### config.mk
export PLATFORM = sky130hd
export DESIGN_NAME = regfile_scoreboard_flat
export DESIGN_NICKNAME = d
export VERILOG_FILES = /design/src/rtl/regfile_scoreboard_if.sv /design/src/rtl/regfile_scoreboard.sv /design/src/flat_wrapper.sv
export SDC_FILE = /design/constraint.sdc
export NUM_CORES = 1
export LEC_CHECK = 0
export ABC_AREA = 1
export BUFFER_PORTS_ARGS = -buffer_cell sky130_fd_sc_hd__buf_2
export CAP_MARGIN = 20
export CELL_PAD_IN_SITES_DETAIL_PLACEMENT = 2
export CELL_PAD_IN_SITES_GLOBAL_PLACEMENT = 2
export CORE_UTILIZATION = 34
export CTS_BUF_LIST = sky130_fd_sc_hd__clkbuf_4
export DETAILED_ROUTE_END_ITERATION = 10
export GPL_ROUTABILITY_DRIVEN = 0
export HOLD_SLACK_MARGIN = 0.1
export PLACE_DENSITY = 0.91
export RECOVER_POWER = 50
export SLEW_MARGIN = 20
export SYNTH_ARGS = -nofsm -noshare
export SYNTH_HDL_FRONTEND = slang
export SYNTH_SLANG_ARGS = --single-unit
### constraint.sdc
create_clock -name clk -period 7.2 [get_ports clk]
set_clock_uncertainty 0.1 [all_clocks]
set_input_delay 1.8 -clock clk [delete_from_list [all_inputs] [get_ports clk]]
set_output_delay 1.8 -clock clk [all_outputs]
set_load 0.02 [all_outputs]
### src/rtl/regfile_scoreboard_if.sv
// Decode-stage register file bus: write port, two read ports, issue/scoreboard
// signals and the soft-clear handshake.
interface regfile_scoreboard_if #(
  parameter int DATA_W = 16,
  parameter int ADDR_W = 3
);
  logic              sig_regWrite;
  logic [ADDR_W-1:0] wr_addr;
  logic [DATA_W-1:0] wr_data;
  logic [ADDR_W-1:0] rd_addr1;
  logic [ADDR_W-1:0] rd_addr2;
  logic [DATA_W-1:0] data1;
  logic [DATA_W-1:0] data2;
  logic              sig_issue;
  logic [ADDR_W-1:0] issue_addr;
  logic              busy1;
  logic              busy2;
  logic              sig_clear;
  logic              clear_busy;

  modport master (
    output sig_regWrite, wr_addr, wr_data, rd_addr1, rd_addr2,
           sig_issue, issue_addr, sig_clear,
    input  data1, data2, busy1, busy2, clear_busy
  );

  modport slave (
    input  sig_regWrite, wr_addr, wr_data, rd_addr1, rd_addr2,
           sig_issue, issue_addr, sig_clear,
    output data1, data2, busy1, busy2, clear_busy
  );
endinterface

### src/rtl/regfile_scoreboard.sv
// Parametrised register file with write-to-read bypass, optional hardwired zero
// register, per-register pending-write scoreboard and a sequential soft clear.
module regfile_scoreboard #(
  parameter int DATA_W   = 16,
  parameter int ADDR_W   = 3,
  parameter int ZERO_REG = 1
) (
  input  logic                 clk,
  input  logic                 rst,
  regfile_scoreboard_if.slave  bus
);
  localparam int DEPTH = 1 << ADDR_W;
  localparam bit ZR    = (ZERO_REG != 0);
  localparam logic [ADDR_W-1:0] ADDR_ZERO = {ADDR_W{1'b0}};
  localparam logic [ADDR_W-1:0] ADDR_LAST = ADDR_W'(DEPTH - 1);
  localparam logic [ADDR_W-1:0] ADDR_ONE  = ADDR_W'(1);

  typedef enum logic {IDLE = 1'b0, CLEAR = 1'b1} state_t;

  state_t            state_q, state_d;
  logic [ADDR_W-1:0] idx_q, idx_d;
  logic [DATA_W-1:0] regs_q [DEPTH];
  logic [DATA_W-1:0] regs_d [DEPTH];
  logic [DEPTH-1:0]  pending_q, pending_d;

  logic idle_s;
  logic wr_keep_s;
  logic byp1_s, byp2_s;
  logic hit1_s, hit2_s;
  logic [DATA_W-1:0] data1_s, data2_s;

  // A write to the hardwired zero register is discarded entirely, including bypass.
  assign idle_s    = (state_q == IDLE);
  assign wr_keep_s = idle_s && bus.sig_regWrite && !(ZR && (bus.wr_addr == ADDR_ZERO));
  assign byp1_s    = wr_keep_s && (bus.wr_addr == bus.rd_addr1);
  assign byp2_s    = wr_keep_s && (bus.wr_addr == bus.rd_addr2);
  assign hit1_s    = idle_s && bus.sig_regWrite && (bus.wr_addr == bus.rd_addr1);
  assign hit2_s    = idle_s && bus.sig_regWrite && (bus.wr_addr == bus.rd_addr2);

  // Read port data mux: zero register, bypass, then storage.
  always_comb begin
    data1_s = regs_q[bus.rd_addr1];
    data2_s = regs_q[bus.rd_addr2];
    if (ZR && (bus.rd_addr1 == ADDR_ZERO)) begin
      data1_s = {DATA_W{1'b0}};
    end else if (byp1_s) begin
      data1_s = bus.wr_data;
    end else begin
      data1_s = regs_q[bus.rd_addr1];
    end
    if (ZR && (bus.rd_addr2 == ADDR_ZERO)) begin
      data2_s = {DATA_W{1'b0}};
    end else if (byp2_s) begin
      data2_s = bus.wr_data;
    end else begin
      data2_s = regs_q[bus.rd_addr2];
    end
  end

  assign bus.data1      = data1_s;
  assign bus.data2      = data2_s;
  assign bus.busy1      = pending_q[bus.rd_addr1] && !hit1_s;
  assign bus.busy2      = pending_q[bus.rd_addr2] && !hit2_s;
  assign bus.clear_busy = (state_q == CLEAR);

  // Next-state logic for storage, scoreboard and the clear sweep.
  always_comb begin
    state_d   = state_q;
    idx_d     = idx_q;
    regs_d    = regs_q;
    pending_d = pending_q;
    case (state_q)
      IDLE: begin
        if (wr_keep_s) begin
          regs_d[bus.wr_addr] = bus.wr_data;
        end else begin
          regs_d[bus.wr_addr] = regs_q[bus.wr_addr];
        end
        // Clear before set so a same-address issue keeps the register pending.
        if (bus.sig_regWrite) begin
          pending_d[bus.wr_addr] = 1'b0;
        end else begin
          pending_d[bus.wr_addr] = pending_q[bus.wr_addr];
        end
        if (bus.sig_issue && !(ZR && (bus.issue_addr == ADDR_ZERO))) begin
          pending_d[bus.issue_addr] = 1'b1;
        end else begin
          pending_d[bus.issue_addr] = pending_d[bus.issue_addr];
        end
        if (bus.sig_clear) begin
          state_d = CLEAR;
          idx_d   = ADDR_ZERO;
        end else begin
          state_d = IDLE;
          idx_d   = idx_q;
        end
      end
      CLEAR: begin
        regs_d[idx_q]    = {DATA_W{1'b0}};
        pending_d[idx_q] = 1'b0;
        idx_d            = idx_q + ADDR_ONE;
        if (idx_q == ADDR_LAST) begin
          state_d = IDLE;
        end else begin
          state_d = CLEAR;
        end
      end
      default: begin
        state_d = IDLE;
        idx_d   = ADDR_ZERO;
      end
    endcase
  end

  // State registers with asynchronous reset.
  always_ff @(posedge clk or posedge rst) begin
    if (rst) begin
      state_q   <= IDLE;
      idx_q     <= ADDR_ZERO;
      pending_q <= {DEPTH{1'b0}};
      for (int i = 0; i < DEPTH; i++) begin
        regs_q[i] <= {DATA_W{1'b0}};
      end
    end else begin
      state_q   <= state_d;
      idx_q     <= idx_d;
      pending_q <= pending_d;
      regs_q    <= regs_d;
    end
  end
endmodule

### src/flat_wrapper.sv
// flat-port wrapper written by rule: the top's interface ports become plain ports
module regfile_scoreboard_flat 
#(
  parameter int DATA_W   = 16,
  parameter int ADDR_W   = 3,
  parameter int ZERO_REG = 1
)
  (clk, rst, bus_sig_regWrite, bus_wr_addr, bus_wr_data, bus_rd_addr1, bus_rd_addr2, bus_sig_issue, bus_issue_addr, bus_sig_clear, bus_data1, bus_data2, bus_busy1, bus_busy2, bus_clear_busy);
  regfile_scoreboard_if #(.DATA_W(DATA_W), .ADDR_W(ADDR_W)) bus_i ();
  input  logic clk;
  input  logic rst;
  input wire logic [$bits(bus_i.sig_regWrite)-1:0] bus_sig_regWrite;
  input wire logic [$bits(bus_i.wr_addr)-1:0] bus_wr_addr;
  input wire logic [$bits(bus_i.wr_data)-1:0] bus_wr_data;
  input wire logic [$bits(bus_i.rd_addr1)-1:0] bus_rd_addr1;
  input wire logic [$bits(bus_i.rd_addr2)-1:0] bus_rd_addr2;
  input wire logic [$bits(bus_i.sig_issue)-1:0] bus_sig_issue;
  input wire logic [$bits(bus_i.issue_addr)-1:0] bus_issue_addr;
  input wire logic [$bits(bus_i.sig_clear)-1:0] bus_sig_clear;
  output wire logic [$bits(bus_i.data1)-1:0] bus_data1;
  output wire logic [$bits(bus_i.data2)-1:0] bus_data2;
  output wire logic [$bits(bus_i.busy1)-1:0] bus_busy1;
  output wire logic [$bits(bus_i.busy2)-1:0] bus_busy2;
  output wire logic [$bits(bus_i.clear_busy)-1:0] bus_clear_busy;
  assign bus_i.sig_regWrite = bus_sig_regWrite;
  assign bus_i.wr_addr = bus_wr_addr;
  assign bus_i.wr_data = bus_wr_data;
  assign bus_i.rd_addr1 = bus_rd_addr1;
  assign bus_i.rd_addr2 = bus_rd_addr2;
  assign bus_i.sig_issue = bus_sig_issue;
  assign bus_i.issue_addr = bus_issue_addr;
  assign bus_i.sig_clear = bus_sig_clear;
  assign bus_data1 = bus_i.data1;
  assign bus_data2 = bus_i.data2;
  assign bus_busy1 = bus_i.busy1;
  assign bus_busy2 = bus_i.busy2;
  assign bus_clear_busy = bus_i.clear_busy;
  regfile_scoreboard #(.DATA_W(DATA_W), .ADDR_W(ADDR_W), .ZERO_REG(ZERO_REG)) u_core (.clk(clk), .rst(rst), .bus(bus_i));
endmodule
**Word-level counts from Yosys, hierarchy flattened**

Cells that the tools add are included.

- Flip-flop bits (word level): 140
- Bits of input ports: 33
- Output and inout bits: 35

- $add $sub $neg: 1
- Magnitude comparators: 14
- Equality and inequality tests: 4
- Mux-type cells: 46
- Bitwise gates (word level): 12
- Reduce and logical (&&, ||, !) cells: 22

Operators by type and width:

| operator | number |
|---|---|
| bitwise mux 128 bit | 2 |
| case mux 128 bit (2 select lines) | 1 |
| 2-to-1 mux 16 bit | 12 |
| binary-select mux 16 bit (select 3 bit) | 3 |
| AND 128 bit | 1 |
| 2-to-1 mux 128 bit | 1 |
| NOT 128 bit | 1 |
| demux 16 bit (select 3 bit) | 2 |
| 2-to-1 mux 8 bit | 3 |
| less-than comparator 3 x 4 -> 1 bit (second input constant) | 5 |
| AND 8 bit | 2 |
| bitwise mux 8 bit | 2 |
| >= comparator 4 bit (second input constant) | 4 |
| NOT 3 -> 4 bit | 4 |
| NOT 8 bit | 2 |
| case mux 8 bit (2 select lines) | 1 |
| logical AND 1 bit | 14 |
| binary-select mux 1 bit (select 3 bit) | 4 |
| logical NOT 3 bit | 4 |
| demux 1 bit (select 3 bit) | 3 |
| >= comparator 3 x 1 -> 1 bit (second input constant) | 3 |
| 2-to-1 mux 1 bit | 9 |
| less-than comparator 4 x 1 -> 1 bit (second input constant) | 2 |
| bitwise OR 8 bit | 1 |
| other kinds (9) | 13 |

**Logic depth before layout (Yosys ltp)**

- Depth in word-level cells: 13
- Depth in mapped cells: 11

**Least setup slack after synthesis**

Ideal clock, no wire load.

- Kind: in2out
- Start point: in bus_rd_addr2[2]
- End point: out bus_data2[4]
- Data arrival time: 3.002 ns
- Required time: 5.300 ns
- Slack: 2.298 ns
- Stages on the path: 11
- Buffers on the path: 2
- Cells stage by stage: buf_2 -> inv_4 -> nand2_1 -> nand2_1 -> nand2_1 -> nor2_8 -> nand2_4 -> buf_6 -> nand2_1 -> inv_2 -> nor2_1

- Cells in the longest elaborated chain, start to end: 6

Ends and longest elaborated chain:

| what | RTL line | text |
|---|---|---|
| start: declaration | flat_wrapper.sv:16 | `input wire logic [$bits(bus_i.rd_addr2)-1:0] bus_rd_addr2;` |
| NOT 3 -> 4 bit | n/a |  |
| binary-select mux 16 bit (select 3 bit) | regfile_scoreboard.sv:56 | `data2_s = regs_q[bus.rd_addr2];` |
| 2-to-1 mux 16 bit (implied by the code) (2 in series) | regfile_scoreboard.sv:56 |  |
| 2-to-1 mux 16 bit | regfile_scoreboard.sv:53 | `end else if (byp2_s) begin` |
| 2-to-1 mux 16 bit * | regfile_scoreboard.sv:51 | `if (ZR && (bus.rd_addr2 == ADDR_ZERO)) begin` |
| end: declaration | flat_wrapper.sv:21 | `output wire logic [$bits(bus_i.data2)-1:0] bus_data2;` |

Mark *: on every way between the ends. The rest lies on a longest branch, timed or not. The select of a mux whose other input is x is not followed.

**Worst setup path in the final report**

- Start point: in bus_wr_addr[2]
- End point: out bus_data1[5]

- Cells in the longest elaborated chain, start to end: 6

Ends and longest elaborated chain:

| what | RTL line | text |
|---|---|---|
| start: declaration | flat_wrapper.sv:13 | `input wire logic [$bits(bus_i.wr_addr)-1:0] bus_wr_addr;` |
| logical NOT 3 bit | regfile_scoreboard.sv:34 | `assign wr_keep_s = idle_s && bus.sig_regWrite && !(ZR && (bus.wr_addr == ADDR_ZERO));` |
| logical NOT 1 bit | regfile_scoreboard.sv:34 |  |
| logical AND 1 bit | regfile_scoreboard.sv:34 |  |
| logical AND 1 bit * | regfile_scoreboard.sv:35 | `assign byp1_s = wr_keep_s && (bus.wr_addr == bus.rd_addr1);` |
| 2-to-1 mux 16 bit * | regfile_scoreboard.sv:46 | `end else if (byp1_s) begin` |
| 2-to-1 mux 16 bit * | regfile_scoreboard.sv:44 | `if (ZR && (bus.rd_addr1 == ADDR_ZERO)) begin` |
| end: declaration | flat_wrapper.sv:20 | `output wire logic [$bits(bus_i.data1)-1:0] bus_data1;` |

Mark *: on every way between the ends. The rest lies on a longest branch, timed or not.

==> impl_metrics.ini <==
[floorplanning]
io-pin-count = 68
die_w_um = 183
fp.coreArea_um2 = 31900
fp-row-count = 65
die_area_um2 = 33400
die_y_um = 183
start_util_pct = 34.9

[cts]
ctsResizeCount = 0
clock-root-buffer = clkbuf_4
hold_buffers = 0
clkLatencyLatePin_ns = 0.66
cts_buffers = 17
cts_max_level = 4
clockBufferDepth = 2
clkSinkCount = 140
cts_tree = done
post-cts-setup-buffers = 0
clk_transition_reported_paths_ns = 0.14

[cells_and_area]
layout_commonest_cell = nand2_1
nFillCells = 4164
fin_nets = 1885
mostFrequentLayoutCells = 959 x nand2_1, 408 x nand3_1, 140 x dfrtp_1
fin_util_pct = 36.6
syn_to_final_growth_pct = 4.91
drive_gt1_share_pct = 7.89
finalNonFillerCells = 2299

[logic_synthesis]
synth_area_per_cell_um2 = 5.87
synth_cells = 1896
synth_top_area_cell = nand2_1
yosysWarnings = 0
syn_nets = 1931
synth_top_area_share_pct = 32.4
ys_types = 33
synth_area_leaders = nand2_1 32%, dfrtp_1 32%, nand3_1 18%
synth_seq_cells = 140
yosysSeqAreaShare_pct = 31.5
netlist_area_um2 = 11100

[pwr]
power_density_nw_per_um2 = 215
p_leak_uw = 0.00638
vdd_drop_max_mv = 0.128

[sta]
worstMarginPinSlew_ns = 4.15
maxSlewHeadroom_pct = -177
worst_slack_ns = 0.944
whs_ns = 0.456
post-route-period-util_pct = 86.9
setup_tns_ns = 0
finalSetupViolCount = 0
max_freq_mhz = 160
rsz0062_at_grt = false
finalCriticalPeriod_ns = 6.26
finalMaxSlewViolations = 172
hold_viol_final = 0

[global_routing]
grt_pass1_wl_um = 86700
gr-total-overflow = 0
grt_antenna_before_repair = 3
grt.total_usage_pct = 34.0
grt_pass1_vias = 15000
grt_start_max_net_pins = 96

[routing]
drcViolationCount = 0
via_per_inst = 5.89
drt_first_pass_iters = 5
vias = 13500
first_iter_violations = 1125
antenna_left = 0
drt_wl_total_um = 55500
wl_per_cell_um = 24.1

[status]
violations = capacitance limit, slew limit
status = finished, violations left

[setup_path]
critical_path_required_ns = 5.30
endpoint_kind = output port
cp_max_fo = 81
criticalPathCategory = input port to output port
critPathLaunchType = input port
critical_path_arrival_ns = 4.36

[run]
max-cap-violations = 3

[place]
place_ws_ns = 1.22
placedCellCount = 2265
io_buffers = 67
dp_hpwl_um = 36600

[hold_path]
hold_path_class = flop to flop
==> cells in the mapped netlist <==
library cell	n
a21oi_1	7
a21oi_2	1
a21oi_4	1
buf_1	29
buf_2	46
buf_4	33
buf_6	4
clkbuf_1	38
clkbuf_2	1
clkinv_1	3
dfrtp_1	140
ha_1	2
inv_1	79
inv_2	13
inv_4	1
nand2_1	959
nand2_2	3
nand2_4	1
nand3_1	408
nand3_4	2
nand4_1	17
nor2_1	40
nor2_2	1
nor2_4	1
nor2_8	2
nor3_1	2
o211ai_1	6
o21ai_0	38
o21ai_1	10
o21ai_2	5
o22ai_1	1
o31ai_1	1
xnor2_2	1
==> worst paths after layout <==
kind,startpoint,endpoint,slack (ns),depth (start not counted)
min reg2reg,u_core.regs_q[107],u_core.regs_q[107],0.46,2
max reg2reg,u_core.bus.clear_busy,u_core.regs_q[68],3.34,8
min in group asynchronous,rst,u_core.regs_q[43],2.59,2
min,u_core.regs_q[107],u_core.regs_q[107],0.46,2
max,bus_wr_addr[2],bus_data1[5],0.94,8
max in group asynchronous,rst,u_core.regs_q[114],1.33,3
==> cell type report <==
class,instances,area [um^2],share of cell area [%]
Inverter,96,365,3.13
Clock buffer,18,135,1.16
Timing Repair Buffer,86,488,4.18
Multi-Input combinational cell,1509,6470,55.5
Sequential cell,140,3500,30.0
Tap cell,435,544,4.67
Antenna cell,2,5.00,0.0429
Clock inverter,13,150,1.29
==> registers in the layout (all words and copies together), names as in the netlist <==
register	flops
u_core.regs_q	128
u_core.bus.clear_busy	1
u_core.pending_q	8
u_core.idx_q	3
==> through the flow <==
stage	power, uW	instance area (um^2)
floorplan	1560	11100
global placement	1850	11400
detailed placement	1910	11400
CTS	2500	11700
global route	2610	11700
finish	2510	11700
==> critical path: stages <==
cell and delay, ns:
clkbuf_1 0.49, nor2_1 0.22, a21oi_4 0.25, buf_4 0.79, nand4_1 0.38, nand2_1 0.15
nor2_1 0.07, buf_2 0.16
==> layer usage <==
layer	share of wire, %	up-vias	GRT usage, %
met1	41	6942	41.9
met5	0	-	0
li1	-	5908	-
met2	49	545	58.3
met3	6.4	142	5.90
met4	3.5	0	14.7
==> report_power, final <==
| part | internal (uW) | switching, uW | leakage [uW] | total (uW) |
|---|---|---|---|---|
| clock | 239 | 353 | 0.000151 | 591 |
| combinational | 177 | 836 | 0.00429 | 1010 |
| sequential | 836 | 72.9 | 0.00194 | 909 |
| total | 1250 | 1260 | 0.00638 | 2510 |
==> cell families (layout without fill, tap and decap cells) <==
logic type | after synthesis | after routing | share of synthesized area (%)
buffers and inverters | 247 | 213 | 10.3
XOR/XNOR | 1 | 1 | 0.146
AND/OR/NAND/NOR | 1436 | 1436 | 54.2
AO/OA/AOI/OAI | 70 | 70 | 3.62
adder cells (fa/ha/maj) | 2 | 2 | 0.225
flip-flops | 140 | 140 | 31.5
other | 0 | 2 | 0
Power figures use the tool's default switching activity.
